`src/rtl/alu_pkg.sv`:
```
// alu_pkg: shared opcodes, FSM state encoding and default datapath width
package alu_pkg;
    localparam int DEFAULT_WIDTH = 6;
    localparam logic [1:0] OP_XOR = 2'b00;
    localparam logic [1:0] OP_AND = 2'b01;
    localparam logic [1:0] OP_OR  = 2'b10;
    localparam logic [1:0] OP_ADD = 2'b11;
    typedef enum logic [1:0] {
        IDLE = 2'd0,
        EXEC = 2'd1,
        RESP = 2'd2
    } state_t;
endpackage

```
`src/rtl/alu_share_ctrl_if.sv`:
```
// alu_share_ctrl_if: two requester channels plus one tagged response channel
// Ports: req0_*/req1_* valid/ready with a, b, op; rsp_* valid/ready with id, result, carry.
// slave modport faces the controller, master modport faces requesters and consumer.
interface alu_share_ctrl_if
    import alu_pkg::*;
#(parameter int WIDTH = DEFAULT_WIDTH);
    logic             req0_valid, req0_ready;
    logic [WIDTH-1:0] req0_a, req0_b;
    logic [1:0]       req0_op;
    logic             req1_valid, req1_ready;
    logic [WIDTH-1:0] req1_a, req1_b;
    logic [1:0]       req1_op;
    logic             rsp_valid, rsp_ready, rsp_id, rsp_carry;
    logic [WIDTH-1:0] rsp_result;
    modport slave (
        input  req0_valid, req0_a, req0_b, req0_op,
        input  req1_valid, req1_a, req1_b, req1_op, rsp_ready,
        output req0_ready, req1_ready, rsp_valid, rsp_id, rsp_result, rsp_carry
    );
    modport master (
        output req0_valid, req0_a, req0_b, req0_op,
        output req1_valid, req1_a, req1_b, req1_op, rsp_ready,
        input  req0_ready, req1_ready, rsp_valid, rsp_id, rsp_result, rsp_carry
    );
endinterface

```
`src/rtl/alu_core.sv`:
```
// alu_core: combinational XOR/AND/OR/ADD datapath
// Ports: a, b operands; op opcode; result WIDTH-bit output; carry set only by ADD overflow.
module alu_core
    import alu_pkg::*;
#(parameter int WIDTH = DEFAULT_WIDTH)
(
    input  logic [WIDTH-1:0] a,
    input  logic [WIDTH-1:0] b,
    input  logic [1:0]       op,
    output logic [WIDTH-1:0] result,
    output logic             carry
);
    logic [WIDTH:0] sum;
    assign sum = {1'b0, a} + {1'b0, b};
    always_comb begin
        result = op == OP_XOR ? a ^ b :
                 op == OP_AND ? a & b :
                 op == OP_OR  ? a | b : sum[WIDTH-1:0];
        carry  = op == OP_ADD && sum[WIDTH];
    end
endmodule

```
`src/rtl/alu_share_ctrl.sv`:
```
// alu_share_ctrl: round-robin sequencer sharing one ALU between two requesters
// Ports: clk, rst_n (async active-low); bus slave modport with req0/req1/rsp channels;
// busy high whenever an operation is in flight (EXEC or RESP).
module alu_share_ctrl
    import alu_pkg::*;
#(parameter int WIDTH = DEFAULT_WIDTH)
(
    input  logic            clk,
    input  logic            rst_n,
    alu_share_ctrl_if.slave bus,
    output logic            busy
);
    state_t           state, state_n;
    logic             last, grant0, grant1, id_q, alu_carry;
    logic [WIDTH-1:0] a_q, b_q, alu_result;
    logic [1:0]       op_q;

    alu_core #(.WIDTH(WIDTH)) u_alu (
        .a(a_q), .b(b_q), .op(op_q), .result(alu_result), .carry(alu_carry)
    );

    // On contention the requester not granted last wins; last=1 favours requester 0.
    always_comb begin
        grant1  = rst_n && state == IDLE && bus.req1_valid && (!bus.req0_valid || !last);
        grant0  = rst_n && state == IDLE && bus.req0_valid && !grant1;
        state_n = state == IDLE ? ((grant0 || grant1) ? EXEC : IDLE) :
                  state == EXEC ? RESP :
                  (state == RESP && !bus.rsp_ready) ? RESP : IDLE;
    end

    assign bus.req0_ready = grant0;
    assign bus.req1_ready = grant1;
    assign bus.rsp_valid  = state == RESP;
    assign busy           = state != IDLE;

    always_ff @(posedge clk or negedge rst_n) begin
        if (!rst_n) begin
            state          <= IDLE;
            last           <= 1'b1;
            a_q            <= '0;
            b_q            <= '0;
            op_q           <= '0;
            id_q           <= 1'b0;
            bus.rsp_id     <= 1'b0;
            bus.rsp_result <= '0;
            bus.rsp_carry  <= 1'b0;
        end else begin
            state <= state_n;
            if (grant0 || grant1) begin
                a_q  <= grant1 ? bus.req1_a  : bus.req0_a;
                b_q  <= grant1 ? bus.req1_b  : bus.req0_b;
                op_q <= grant1 ? bus.req1_op : bus.req0_op;
                id_q <= grant1;
                last <= grant1;
            end
            if (state == EXEC) begin
                bus.rsp_id     <= id_q;
                bus.rsp_result <= alu_result;
                bus.rsp_carry  <= alu_carry;
            end
        end
    end
endmodule

```
`src/flat_wrapper.sv`:
```
// flat-port wrapper written by rule: the top's interface ports become plain ports
module alu_share_ctrl_flat import alu_pkg::*;
#(parameter int WIDTH = DEFAULT_WIDTH)
  (clk, rst_n, busy, bus_req0_valid, bus_req0_a, bus_req0_b, bus_req0_op, bus_req1_valid, bus_req1_a, bus_req1_b, bus_req1_op, bus_rsp_ready, bus_req0_ready, bus_req1_ready, bus_rsp_valid, bus_rsp_id, bus_rsp_result, bus_rsp_carry);
  alu_share_ctrl_if #(.WIDTH(WIDTH)) bus_i ();
  input  logic clk;
  input  logic rst_n;
  output logic busy;
  input wire logic [$bits(bus_i.req0_valid)-1:0] bus_req0_valid;
  input wire logic [$bits(bus_i.req0_a)-1:0] bus_req0_a;
  input wire logic [$bits(bus_i.req0_b)-1:0] bus_req0_b;
  input wire logic [$bits(bus_i.req0_op)-1:0] bus_req0_op;
  input wire logic [$bits(bus_i.req1_valid)-1:0] bus_req1_valid;
  input wire logic [$bits(bus_i.req1_a)-1:0] bus_req1_a;
  input wire logic [$bits(bus_i.req1_b)-1:0] bus_req1_b;
  input wire logic [$bits(bus_i.req1_op)-1:0] bus_req1_op;
  input wire logic [$bits(bus_i.rsp_ready)-1:0] bus_rsp_ready;
  output wire logic [$bits(bus_i.req0_ready)-1:0] bus_req0_ready;
  output wire logic [$bits(bus_i.req1_ready)-1:0] bus_req1_ready;
  output wire logic [$bits(bus_i.rsp_valid)-1:0] bus_rsp_valid;
  output wire logic [$bits(bus_i.rsp_id)-1:0] bus_rsp_id;
  output wire logic [$bits(bus_i.rsp_result)-1:0] bus_rsp_result;
  output wire logic [$bits(bus_i.rsp_carry)-1:0] bus_rsp_carry;
  assign bus_i.req0_valid = bus_req0_valid;
  assign bus_i.req0_a = bus_req0_a;
  assign bus_i.req0_b = bus_req0_b;
  assign bus_i.req0_op = bus_req0_op;
  assign bus_i.req1_valid = bus_req1_valid;
  assign bus_i.req1_a = bus_req1_a;
  assign bus_i.req1_b = bus_req1_b;
  assign bus_i.req1_op = bus_req1_op;
  assign bus_i.rsp_ready = bus_rsp_ready;
  assign bus_req0_ready = bus_i.req0_ready;
  assign bus_req1_ready = bus_i.req1_ready;
  assign bus_rsp_valid = bus_i.rsp_valid;
  assign bus_rsp_id = bus_i.rsp_id;
  assign bus_rsp_result = bus_i.rsp_result;
  assign bus_rsp_carry = bus_i.rsp_carry;
  alu_share_ctrl #(.WIDTH(WIDTH)) u_core (.clk(clk), .rst_n(rst_n), .bus(bus_i), .busy(busy));
endmodule
```
`config.mk`:
```
export PLATFORM = sky130hd
export DESIGN_NAME = alu_share_ctrl_flat
export DESIGN_NICKNAME = d
export VERILOG_FILES = /design/src/rtl/alu_pkg.sv /design/src/rtl/alu_share_ctrl_if.sv /design/src/rtl/alu_core.sv /design/src/rtl/alu_share_ctrl.sv /design/src/flat_wrapper.sv
export SDC_FILE = /design/constraint.sdc
export NUM_CORES = 1
export LEC_CHECK = 0
export CORE_MARGIN = 4
export CORE_UTILIZATION = 52
export CTS_CLUSTER_DIAMETER = 120
export CTS_CLUSTER_SIZE = 10
export DETAILED_ROUTE_END_ITERATION = 8
export GPL_TIMING_DRIVEN = 0
export PLACE_DENSITY = 0.84
export SETUP_SLACK_MARGIN = 0.3
export SLEW_MARGIN = 30
export SYNTH_ARGS = -nofsm -noshare
export SYNTH_HDL_FRONTEND = slang
export SYNTH_HIERARCHICAL = 1
export SYNTH_SLANG_ARGS = --single-unit
```
`constraint.sdc`:
```
create_clock -name clk -period 3.2 [get_ports clk]
set_clock_uncertainty 0.1 [all_clocks]
set_input_delay 0.64 -clock clk [delete_from_list [all_inputs] [get_ports clk]]
set_output_delay 0.64 -clock clk [all_outputs]
set_load 0.02 [all_outputs]
```
# Yosys cells after proc, flatten, opt, wreduce, memory -nomap -nowiden

Index checks and enable logic that the tools add are counted.
W data, S select, Z words.

Register bits: 26
Latch bits: 0
RAM bits: 0
ROM bits: 0
Output and inout port bits: 12
Word-level logic and storage cells: 44
Memories kept: 0

$add $sub $neg: 1
$mul: 0
Div/mod/pow operators: 0
$lt $le $gt $ge: 0
Eq/ne operators: 5
Shift operators: 0
Multiplexer cells: 10
Bitwise gates (word level): 3
Reduce and logical (&&, ||, !) cells: 16

Operators with widths:

| cell                 | count |
|---|---|
| $mux W6              | 5 |
| $mux W2              | 4 |
| $add A6 B6 Y7        | 1 |
| $logic_and A1 B1 Y1  | 7 |
| $and A6 B6 Y6        | 1 |
| $eq A2 B2 Y1 const B | 3 |
| $or A6 B6 Y6         | 1 |
| $xor A6 B6 Y6        | 1 |
| $eq A2 B1 Y1 const B | 2 |
| $logic_not A1 Y1     | 4 |
| $logic_not A2 Y1     | 2 |
| $logic_or A1 B1 Y1   | 2 |
| $reduce_bool A2 Y1   | 1 |
| $mux W1              | 1 |

# Depth between registers and ports, before layout

Gate-level depths: netlist of run 1.

Depth in word-level cells: 9
Depth in mapped cells: 8
Gate-level depth less buffers: 8

# By module

The synthesis of run 1 kept the hierarchy.

Modules (own cells, without submodules):

| module         | instances | cells each | area each (um2) | sequential area each (um2) |
|---|---|---|---|---|
| alu_share_ctrl | 1         | 118        | 1223.7          | 651.9 |
| alu_core       | 1         | 68         | 514.2           | 0.0 |

# Least setup slack after synthesis of run 1

OpenSTA, ideal clock, no wires.

Path kind: input port to output port
From: in rst_n
To: out bus_req0_ready
Arrival time: 1.465 ns
Required time: 2.460 ns
Slack: 0.995 ns
Stages: 4
Buffers on the path: 1
Cell sequence: nor3b_2 buf_2 nand2_1 a21oi_1

Cells in the longest elaborated chain, start to end: 5
Elaborated cells on any way between the ends: 6

Ends and longest elaborated chain:

| element                          | line                                       | source |
|---|---|---|
| start, declared                  | flat_wrapper.sv:7                          | `input logic rst_n;` |
| $logic_and A1 B1 Y1 (*)          | alu_share_ctrl.sv:24, alu_share_ctrl.sv:25 |  |
| $logic_and A1 B1 Y1 (2 in a row) | alu_share_ctrl.sv:24                       | `grant1 = rst_n && state == IDLE && bus.req1_valid && (!bus.req0_valid \|\| !last);` |
| $logic_not A1 Y1                 | alu_share_ctrl.sv:25                       | `grant0 = rst_n && state == IDLE && bus.req0_valid && !grant1;` |
| $logic_and A1 B1 Y1 (*)          | alu_share_ctrl.sv:25                       |  |
| end, declared                    | flat_wrapper.sv:18                         | `output wire logic [$bits(bus_i.req0_ready)-1:0] bus_req0_ready;` |

Every way passes the cells marked *; elsewhere a longest branch is shown, timed or not.

# Worst setup path after layout of run 1

From: in bus_req1_valid
To: out bus_req1_ready

Cells in the longest elaborated chain, start to end: 2

Ends and longest elaborated chain:

| element                          | line                 | source |
|---|---|---|
| start, declared                  | flat_wrapper.sv:13   | `input wire logic [$bits(bus_i.req1_valid)-1:0] bus_req1_valid;` |
| $logic_and A1 B1 Y1 (2 in a row) | alu_share_ctrl.sv:24 |  |
| end, declared                    | flat_wrapper.sv:19   | `output wire logic [$bits(bus_i.req1_ready)-1:0] bus_req1_ready;` |

No other way between the ends.

==> metrics.md, run 1 <==
| Metric | Value |
|---|---|
| Ys async rst share | 100.0% |
| Critical path type | primary input to output port |
| Initial Util | 55.56% |
| Fmax | about 0.37 GHz |
| Multi-input gate area | approximately 940 um2 |
| Row count | 20 |
| Worst EP arrival | 1.96 ns |
| Register area | ~650 um2 |
| CTS Sinks | 26 |
| Reg2Reg Depth | 7 |
| Final wirelength | around 3800 um |
| Synth area leader | dfrtp_1 |
| Hold_buf cts | 0 |
| Reg-to-reg setup timing slack | 0.95 ns |
| Final worst-path cycle share | a little over four fifths |
| Total track usage | around a fifth |
| First-pass GRT wire length | ~6300 um |
| Antenna Cells | 0 |
| Dominant register cell in the synthesized netlist | dfrtp_1 |
| Gpl congestion | roughly 0.82 |
| Num CTS Buffers | 3 |
| Worst Path Max Fanout | 6 |
| Total leakage power | 0.001003 uW |
| DR vias | between 1,500 and 2,000 |
| Maxcap violations | 0 |
| Vias in the first global route | around 1,500 |
| Post-synth EDFFs | 0 |
| Seq/Total Area, Yosys | a little under two fifths |
| Setup Fix Bufs, Post-CTS | 0 |
| Slew Limit Fails | 0 |
| Hold Crit Class | primary input to asynchronous set/reset pin |
| Vias per cell | 5.579 |
| Fillers | 242 |
| Initial antenna violation count | 0 |
| Ys Warns | 6 |
| # DRC | 0 |
| Flip-flop and latch count after synthesis | 26 |
| Pwr dens | ~850 nW/um2 |
| Vert. Die Dim | between 60 and 70 um |
| Port-buffer cells | between 40 and 50 |
| CP startpoint kind | primary input |
| VDD IR-drop max | between 300 and 400 uV |
| Unrepaired setup endpoints after global routing | false |
| Antenna viol nets, final | 0 |
| Wirelength per Cell | 13.51 um |
| Crit path required time | 2.46 ns |
| Area delta synth->final | 31.25% |
| Top cell type's share of synthesized area | between 30% and 40% |
| Status | complete, no violations |
| GRT Residual Overflow | 0 |
| Clock Tree Buf Depth | 2 |
| First DRT Iteration DRCs | 76 |
| Fin. Hold Viols | 0 |
| Post-detailed-placement half-perimeter wirelength | 2985 um |
| Setup crit end kind | output port |
| Synth area leaders | dfrtp_1 (36%), ha_1 (8.6%), a21oi_1 (5.5%) |
| H-tree levels | 1 |
| Post-DP Area | 2228 um2 |
| Design Area, Final | 2281 um2 |
| Synth cell types | 40 |
| Utilization after layout | ~73% |
| Boundary pin count | between 40 and 50 |
| Post-synthesis area per instance | 9.344 um2 |
| Slew margin rel. | approximately 70% |
| Syn_nets | 232 |
| Setup-failing EPs final | 0 |
| Clock transition at path regs | between 0.1 and 0.15 ns |
| Period minus WS final | roughly 2.7 ns |
| Share of layout cells above drive strength 1 | around 14% |
| Final #Nets | roughly 280 |
| Die footprint | roughly 4300 um2 |
| Clk_lat worst skew | roughly 0.32 ns |
| Post-Syn Area | approximately 1700 um2 |
| Die X-Extent | 65.81 um |
| Total core area | between 3000 and 4000 um2 |
| Synthesized instance count | between 150 and 200 |
| Pin count of the biggest net entering global routing | 29 |
| TritonCTS clock tree | built |
| Worst Tran Pin Value | around 0.46 ns |
| Initial DRT Pass Iterations | 4 |
| CTS root buf | clkbuf_4 |
## layer usage
layer  up-vias  part of all wire, %  track usage [%]
met5         -                    0                0
met4         0                  1.1            9.067
met3         2                  5.4            1.701
met2        50                   51            31.66
met1       743                   42            23.61
li1        756                    -                -
## synthesized netlist by cell type, types with 2 or more instances
master,instances
dfrtp_1,25
inv_1,20
a21oi_1,19
a31oi_1,14
nand3_1,14
ha_1,12
o21ai_1,10
o21ai_0,9
mux2_2,8
nor2_1,7
clkbuf_1,5
buf_2,4
nand2_1,3
nand2b_1,3
a211oi_1,2
a21o_1,2
buf_6,2
mux4_2,2
nor2b_1,2
or2_2,2
xnor2_1,2
## final timing paths
path                                     start                  endpoint
worst max-delay path            bus_req1_valid            bus_req1_ready
worst min-delay path                     rst_n             u_core/a_q[4]
worst max register to register   u_core/a_q[1]  u_core/bus.rsp_result[3]
worst min register to register     u_core/id_q               u_core/id_q
max in group asynchronous                rst_n               u_core/last
min in group clk                   u_core/id_q               u_core/id_q
## flip-flops by register name, summed over array words and instances (netlist names)
register               flops
u_core/id_q                1
u_core/bus.rsp_carry       1
u_core/bus.rsp_result      6
u_core/last                1
u_core/b_q                 6
u_core/state               2
u_core/op_q                2
u_core/bus.rsp_id          1
u_core/a_q                 6
## timing repair
action,in CTS,in global routing
setup endpoints to repair,2,1
endpoints found under the hold margin,0,0
pin swaps,0,0
gates resized for setup,4,2
## report_power, final
group	switching, uW	leakage (uW)	total (uW)	internal (uW)
Clock	93.8	0.0000210	163	69.6
Sequential	122	0.000296	600	478
Combinational	572	0.000686	1170	596
Total	788	0.00100	1930	1140
## final cells by class
class                      count  share of cell area (%)
tap                           44                   2.414
inverter                      20                   3.291
timing repair buffer          44                   19.42
buffer                        13                   3.291
sequential                    26                   28.58
multi-input combinational    127                   41.42
clock buffer                   4                   1.591
## metrics by stage
stage          hold WS, ns  power [uW]  instances  TNS, ns  worst slack (ns)
2_1_floorplan       0.2444        1424        186        0            0.9948
3_3_place_gp        0.3585        1718        274   -2.032            -1.000
3_5_place_dp        0.3595        1767        274  -0.1761           -0.1452
4_1_cts            0.04799        1935        278        0            0.2236
5_1_grt            0.04713        2097        278        0            0.4165
6_report           0.04974        1931        278        0            0.4981
## critical path, stage by stage
cell and delay [ns]:
clkdlybuf4s50_1 0.51, a21bo_2 0.27, nor2_1 0.18, dlygate4sd2_1 0.36
## cell families after synthesis
family	share of synthesized area, %
and+or+nand+nor	11.66
xor gates and xnor gates	1.512
DFF	37.51
AOI/OAI and AO/OA	21.09
muxes	9.935
buffers and inverters	8.495
adders and majority gates	9.791
## placed cells by master, fill, tap and decap left out, types with 5 or more instances in the layout
master / netlist / routed
nor2_1: 7 / 7
dfrtp_1: 25 / 25
o21ai_1: 10 / 10
o21ai_0: 9 / 9
a21oi_1: 19 / 19
ha_1: 12 / 12
a31oi_1: 14 / 14
clkbuf_1: 5 / 5
clkdlybuf4s50_1: 0 / 41
nand3_1: 14 / 14
mux2_2: 8 / 8
inv_1: 20 / 20
Power figures use the tool's default switching activity.
==> inputs of run 2 (changes only) <==
CORE_UTILIZATION = 49   (was 52)
PLACE_DENSITY = 0.8   (was 0.84)
clock period = 2.8 ns   (was 3.2 ns; I/O delays follow)
==> run 2 against run 1 <==
- first-iteration DRC count down 41%
- worst setup slack worse by 0.11 ns
- global-route usage up 1.4 points
- wire length up 6.4%
- hold slack worse by 0.021 ns
- combinational power up 15%
- critical path depth unchanged
- largest cell class unchanged
- highest routed layer unchanged
==> metrics.md, run 2 (same netlist as run 1, synthesis figures left out) <==
| Metric | Value |
|---|---|
| WL met2 | 1947 um (was 1928 um) |
| Slew Limit Fails | 0 (unchanged) |
| Boundary pin count | 45 (unchanged) |
| Hold Crit Class | primary input to asynchronous set/reset pin (unchanged) |
| Post-layout total power | 2232 uW (was 1931 uW) |
| Post-detailed-placement half-perimeter wirelength | 3059 um (was 2985 um) |
| Most common cell after layout, fill and taps aside | clkdlybuf4s50_1 (unchanged) |
| Worst Path Max Fanout | 6 (unchanged) |
| Multi-input gate area | 940.9 um2 (was 944.7 um2) |
| Pwr dens | 971.1 nW/um2 (was 846.6 nW/um2) |
| Clk_lat worst skew | 0.33 ns (was 0.32 ns) |
| Wirelength per Cell | 14.22 um (was 13.51 um) |
| Routed met3 length | 220 um (was 201 um) |
| GRT Residual Overflow | 0 (unchanged) |
| First-pass GRT wire length | 6879 um (was 6299 um) |
| First DRT Iteration DRCs | 45 (was 76) |
| Setup crit end kind | output port (unchanged) |
| CTS Sinks | 26 (unchanged) |
| Crit path required time | 2.14 ns (was 2.46 ns) |
| VDD IR-drop max | 363.8 uV (was 324.5 uV) |
| Die footprint | 4564 um2 (was 4331 um2) |
| CP Cell Sequence | clkdlybuf4s50_1 -> a21bo_2 -> nor2_2 -> clkdlybuf4s15_2 (was clkdlybuf4s50_1 -> a21bo_2 -> nor2_1 -> dlygate4sd2_1) |
| Initial antenna violation count | 0 (unchanged) |
| Initial Util | 51.27% (was 55.56%) |
| CTS root buf | clkbuf_4 (unchanged) |
| Worst path slowest cell | clkdlybuf4s50_1 (unchanged) |
| Final #Nets | 282 (was 281) |
| Status | complete, no violations (unchanged) |
| Share of layout cells above drive strength 1 | 15.32% (was 13.68%) |
| Fillers | 284 (was 242) |
| Critical path type | primary input to output port (unchanged) |
| Vias in the first global route | 1,516 (was 1,482) |
| Top Metal Used | met4 (unchanged) |
| Antenna viol nets, final | 0 (unchanged) |
| DR vias | 1,529 (was 1,551) |
| Port-buffer cells | 44 (unchanged) |
| Reg-to-reg endpoint | u_core/bus.rsp_result[4] (was u_core/bus.rsp_result[3]) |
| CP startpoint kind | primary input (unchanged) |
| WL met1 | 1741 um (was 1586 um) |
| Reg-to-Reg Start | u_core/b_q[0] (was u_core/a_q[1]) |
| Setup-failing EPs final | 0 (unchanged) |
| Fin. Hold Viols | 0 (unchanged) |
| CP max stage delay | 0.50 ns (was 0.51 ns) |
| Die X-Extent | 67.56 um (was 65.81 um) |
| Initial DRT Pass Iterations | 4 (unchanged) |
| Num CTS Buffers | 3 (unchanged) |
| Clock transition at path regs | 0.15 ns (was 0.14 ns) |
| Worst hold margin | 0.02915 ns (was 0.04974 ns) |
| Commonest cells after routing, fill and taps aside | clkdlybuf4s50_1 (41), dfrtp_1 (25), inv_1 (20), a21oi_1 (19) (unchanged) |
| Largest registers | u_core/a_q (6), u_core/b_q (6), u_core/bus.rsp_result (6) (unchanged) |
| Setup Fix Bufs, Post-CTS | 0 (unchanged) |
| Buf+Inv Stages, Crit Path | 2 (unchanged) |
| Period minus WS final | ~2.4 ns |
| Fmax | 0.4144 GHz |
| CP delay by family, top | buffers and inverters (unchanged) |
| Antenna Cells | 0 (unchanged) |
| Final wirelength | 3997 um (was 3757 um) |
| Vias per cell | 5.441 (was 5.579) |
| Worst EP arrival | 1.75 ns (was 1.96 ns) |
| Pin count of the biggest net entering global routing | 26 (was 29) |
| TritonCTS clock tree | built (unchanged) |
| Final worst-path cycle share | a little under nine tenths |
| Dpl cells | 276 (was 274) |
| Maxcap violations | 0 (unchanged) |
| Total leakage power | 0.0009933 uW (was 0.001003 uW) |
| Area delta synth->final | 32.25% (was 31.25%) |
| Clock Tree Buf Depth | 2 (unchanged) |
| Worst Tran Pin Value | 0.4709 ns (was 0.4592 ns) |
| H-tree levels | 1 (unchanged) |
| Non-filler instance count after layout | 281 (was 278) |
| Reg2Reg Depth | 8 (was 7) |
| Register area | 651.9 um2 (unchanged) |
| Row count | 21 (was 20) |
| Unrepaired setup endpoints after global routing | false (unchanged) |
| Slew margin rel. | 68.61% (was 69.39%) |
| Total core area | 3390 um2 (was 3128 um2) |
| Vert. Die Dim | 67.56 um (was 65.81 um) |
| Reg-to-reg setup timing slack | 0.54 ns (was 0.95 ns) |
| Gpl congestion | 0.8027 (was 0.8172) |
| Total track usage | 20.04% (was 18.62%) |
| # DRC | 0 (unchanged) |
-- run 2: changes by cell type in the layout (fill, tap and decap cells not counted), sizes merged --
cell | before | now
buf | 9 | 10
dlygate4sd2 | 1 | 0
clkdlybuf4s15 | 0 | 1
dlymetal6s2s | 1 | 0
clkbuf | 9 | 10
-- run 2: worst max path at each step --
stage / from / end / slack [ns] / cells after the start
global route: bus_req1_valid / bus_req1_ready / 0.30 / 4
floorplan: u_core/a_q[1] / u_core/bus.rsp_result[3] / 0.71 / 7
detailed placement: rst_n / bus_req0_ready / -0.40 / 6
finish: bus_req1_valid / bus_req1_ready / 0.39 / 4
global placement: rst_n / bus_req0_ready / -1.26 / 6
CTS: u_core/state[1] / bus_req0_ready / 0.30 / 5
-- run 2: final cells by class --
| class | instances | area share [%] |
|---|---|---|
| flip-flops and latches | 26 | 28.36 |
| plain buffers | 13 | 3.266 |
| inverters | 20 | 3.266 |
| clock buffers | 4 | 1.579 |
| well taps | 46 | 2.504 |
| repair buffers | 45 | 20.09 |
| multi-input cells | 127 | 40.94 |
-- run 2: power breakdown --
part / leakage (uW) / switching [uW] / internal [uW]
clock: 0.0000210 / 117 / 79.7
sequential: 0.000296 / 143 / 546
combinational: 0.000677 / 663 / 683
-- run 2: routing by layer --
layer	global-route usage, %	up-vias
met3	3.161	8
li1	-	756
met2	33.66	56
met4	7.848	0
met1	25.63	709
met5	0	-
-- run 2: repair_timing --
action,CTS,global route
setup endpoints to repair,2,2
pin swaps,0,0
hold endpoints to repair,25,0
gates resized for setup,9,2
hold buffers,1,0
-- run 2: per-stage QoR --
step                area [um2]  util [%]  TNS, ns  worst slack (ns)
floorplan                 1738         -        0            0.7099
global placement          2236     65.97   -7.755            -1.263
detailed placement        2231     65.82  -0.6823           -0.3958
CTS                       2301     67.88        0            0.2967
global route              2298     67.81        0            0.3038
finish                    2298     67.81        0            0.3869
==> inputs of run 3 (changes only) <==
ABC_CLOCK_PERIOD_IN_PS = 2800   (was not set)
CAP_MARGIN = 40   (was not set)
SLEW_MARGIN = not set   (was 30)
==> run 3 against run 2 <==
- flip-flop and latch count unchanged
- total power barely moved
- via count fell by 0.78%
- sequential power decreased by 0.7%
- cell area is 0.87% higher
- combinational power about the same
- utilization up 0.59 points
- fmax about the same
- worst setup slack got worse by 0.0022 ns
- non-clock buffer count up 2
- hold slack worse by 0.0079 ns
- critical path type unchanged
==> metrics.md, run 3 (same netlist as run 1, synthesis figures left out) <==
| Metric | Value |
|---|---|
| Status | complete, no violations (unchanged) |
| Pint | 1316 uW (was 1309 uW) |
| Clock power frac | 8.7% (was 8.8%) |
| CP max stage delay | 0.50 ns (about the same) |
| Pwr dens | 963.3 nW/um2 (was 971.1 nW/um2) |
| Final Worst Setup Slack | 0.3847 ns (was 0.3869 ns) |
| # DRC | 0 (unchanged) |
| CP delay by family, top | buffers and inverters (unchanged) |
| Port-buffer cells | 44 (unchanged) |
| CTS Sinks | 26 (unchanged) |
| Area delta synth->final | 33.41% (was 32.25%) |
| Worst Tran Pin Value | 0.4974 ns (was 0.4709 ns) |
| CP startpoint kind | primary input (unchanged) |
| Setup-failing EPs final | 0 (unchanged) |
| Pre-CTS WS | -0.8370 ns (was -0.3958 ns) |
| Pin count of the biggest net entering global routing | 20 (was 26) |
| Buf+Inv Stages, Crit Path | 2 (unchanged) |
| Net Sw Power | 917.2 uW (was 922.7 uW) |
| Final worst-path cycle share | 86.26% (was 86.18%) |
| Total track usage | 18.67% (was 20.04%) |
| Die footprint | 4564 um2 (unchanged) |
| Critical path type | primary input to output port (unchanged) |
| Initial Util | 51.27% (unchanged) |
| First DRT Iteration DRCs | 53 (was 45) |
| Utilization after layout | 68.40% (was 67.81%) |
| Die X-Extent | 67.56 um (unchanged) |
| Setup crit end kind | output port (unchanged) |
| Boundary pin count | 45 (unchanged) |
| Total leakage power | 0.0009997 uW (was 0.0009933 uW) |
| Initial DRT Pass Iterations | 4 (unchanged) |
| Clock transition at path regs | 0.15 ns (about the same) |
| H-tree levels | 1 (unchanged) |
| Clock Tree Buf Depth | 2 (unchanged) |
| Hold Crit Class | primary input to asynchronous set/reset pin (unchanged) |
| Worst Path Max Fanout | 6 (unchanged) |
| Vert. Die Dim | 67.56 um (unchanged) |
| Largest registers | u_core/a_q (6), u_core/b_q (6), u_core/bus.rsp_result (6) (unchanged) |
| Slew Limit Fails | 0 (unchanged) |
| Crit path required time | 2.14 ns (about the same) |
| Final wirelength | 3924 um (was 3997 um) |
| TritonCTS clock tree | built (unchanged) |
| Antenna Cells | 0 (unchanged) |
| Comb pwr share | 60.7% (was 60.3%) |
| Period minus WS final | 2.415 ns (was 2.413 ns) |
| Fmax | 0.4140 GHz (was 0.4144 GHz) |
| Wirelength per Cell | 13.87 um (was 14.22 um) |
| VDD IR-drop max | 361.0 uV (was 363.8 uV) |
| CP Cell Sequence | clkdlybuf4s50_1 -> a21bo_2 -> nor2_2 -> clkdlybuf4s15_2 (unchanged) |
| Setup tns final | 0 ns (unchanged) |
| DR vias | 1,517 (was 1,529) |
| Initial antenna violation count | 0 (unchanged) |
| Row count | 21 (unchanged) |
| Gpl congestion | 0.8027 (unchanged) |
| CTS root buf | clkbuf_4 (unchanged) |
| Fin. Hold Viols | 0 (unchanged) |
| Worst EP arrival | 1.76 ns (was 1.75 ns) |
| Sw frac | 41.07% (was 41.34%) |
| Post-detailed-placement half-perimeter wirelength | 3047 um (was 3059 um) |
| Worst path slowest cell | clkdlybuf4s50_1 (unchanged) |
| Reg power frac | 30.6% (was 30.9%) |
| Total core area | 3390 um2 (unchanged) |
| Slew margin rel. | 66.84% (was 68.61%) |
| Unrepaired setup endpoints after global routing | false (unchanged) |
| GRT Residual Overflow | 0 (unchanged) |
| Maxcap violations | 0 (unchanged) |
| Commonest cells after routing, fill and taps aside | clkdlybuf4s50_1 (41), dfrtp_1 (25), inv_1 (20), a21oi_1 (18) (was clkdlybuf4s50_1 (41), dfrtp_1 (25), inv_1 (20), a21oi_1 (19)) |
| Num CTS Buffers | 3 (unchanged) |
| Antenna viol nets, final | 0 (unchanged) |
| Share of layout cells above drive strength 1 | 16.03% (was 15.32%) |
| Vias per cell | 5.360 (was 5.441) |
| First-pass GRT wire length | 6561 um (was 6879 um) |
| Final #Nets | 284 (was 282) |
| Clk_lat worst skew | 0.32 ns (was 0.33 ns) |
| Vias in the first global route | 1,498 (was 1,516) |
| Most common cell after layout, fill and taps aside | clkdlybuf4s50_1 (unchanged) |
==> run 3: worst paths after layout <==
| check | from | end | slack [ns] | depth (start not counted) |
|---|---|---|---|---|
| max | bus_req1_valid | bus_req1_ready | 0.38 | 4 |
| min | rst_n | u_core/a_q[1] | 0.02 | 2 |
| max reg2reg | u_core/a_q[1] | u_core/bus.rsp_result[3] | 0.55 | 7 |
| min reg2reg | u_core/bus.rsp_result[3] | u_core/bus.rsp_result[3] | 0.42 | 1 |
| max in group asynchronous | rst_n | u_core/bus.rsp_id | 1.72 | 2 |
| min in group clk | u_core/bus.rsp_result[3] | u_core/bus.rsp_result[3] | 0.42 | 1 |
==> run 3: metal layers <==
layer,track usage [%],wire [um],share of wire [%],vias to the layer above
met5,0,0,0,-
met4,6.835,64,1.6,0
met3,1.997,203,5.2,6
met2,30.01,1894,48,49
met1,25.84,1761,45,705
li1,-,-,-,757
==> run 3: layout make-up <==
class,instances,area (um2)
well taps,46,57.56
multi-input cells,127,944.7
inverters,20,75.07
plain buffers,13,75.07
flip-flops and latches,26,651.9
clock buffers,4,36.28
fillers,267,1071
repair buffers,47,478.0
==> run 3: timing repair <==
item                                    in CTS  in global routing
gates resized for setup                     15                  1
endpoints found under the setup margin       2                  1
hold endpoints to repair                     9                  0
buffers inserted                             1                  0
hold buffers                                 1                  0
==> run 3: metrics by stage <==
step	hold slack (ns)	std cells	cell area, um2	power [uW]
floorplan	0.1644	186	1738	1628
global placement	0.3762	276	2236	1968
detailed placement	0.3875	277	2251	2021
CTS	0.01584	283	2315	2228
global route	0.01790	283	2318	2433
finish	0.02122	283	2318	2233
==> run 3: power groups by stage <==
stage,Sequential (uW),Combinational (uW),Clock (uW)
final,684,1350,194
after global routing,712,1510,210
after CTS,686,1340,201
after detailed placement,694,1330,0
after global placement,685,1280,0
after floorplan,727,901,0
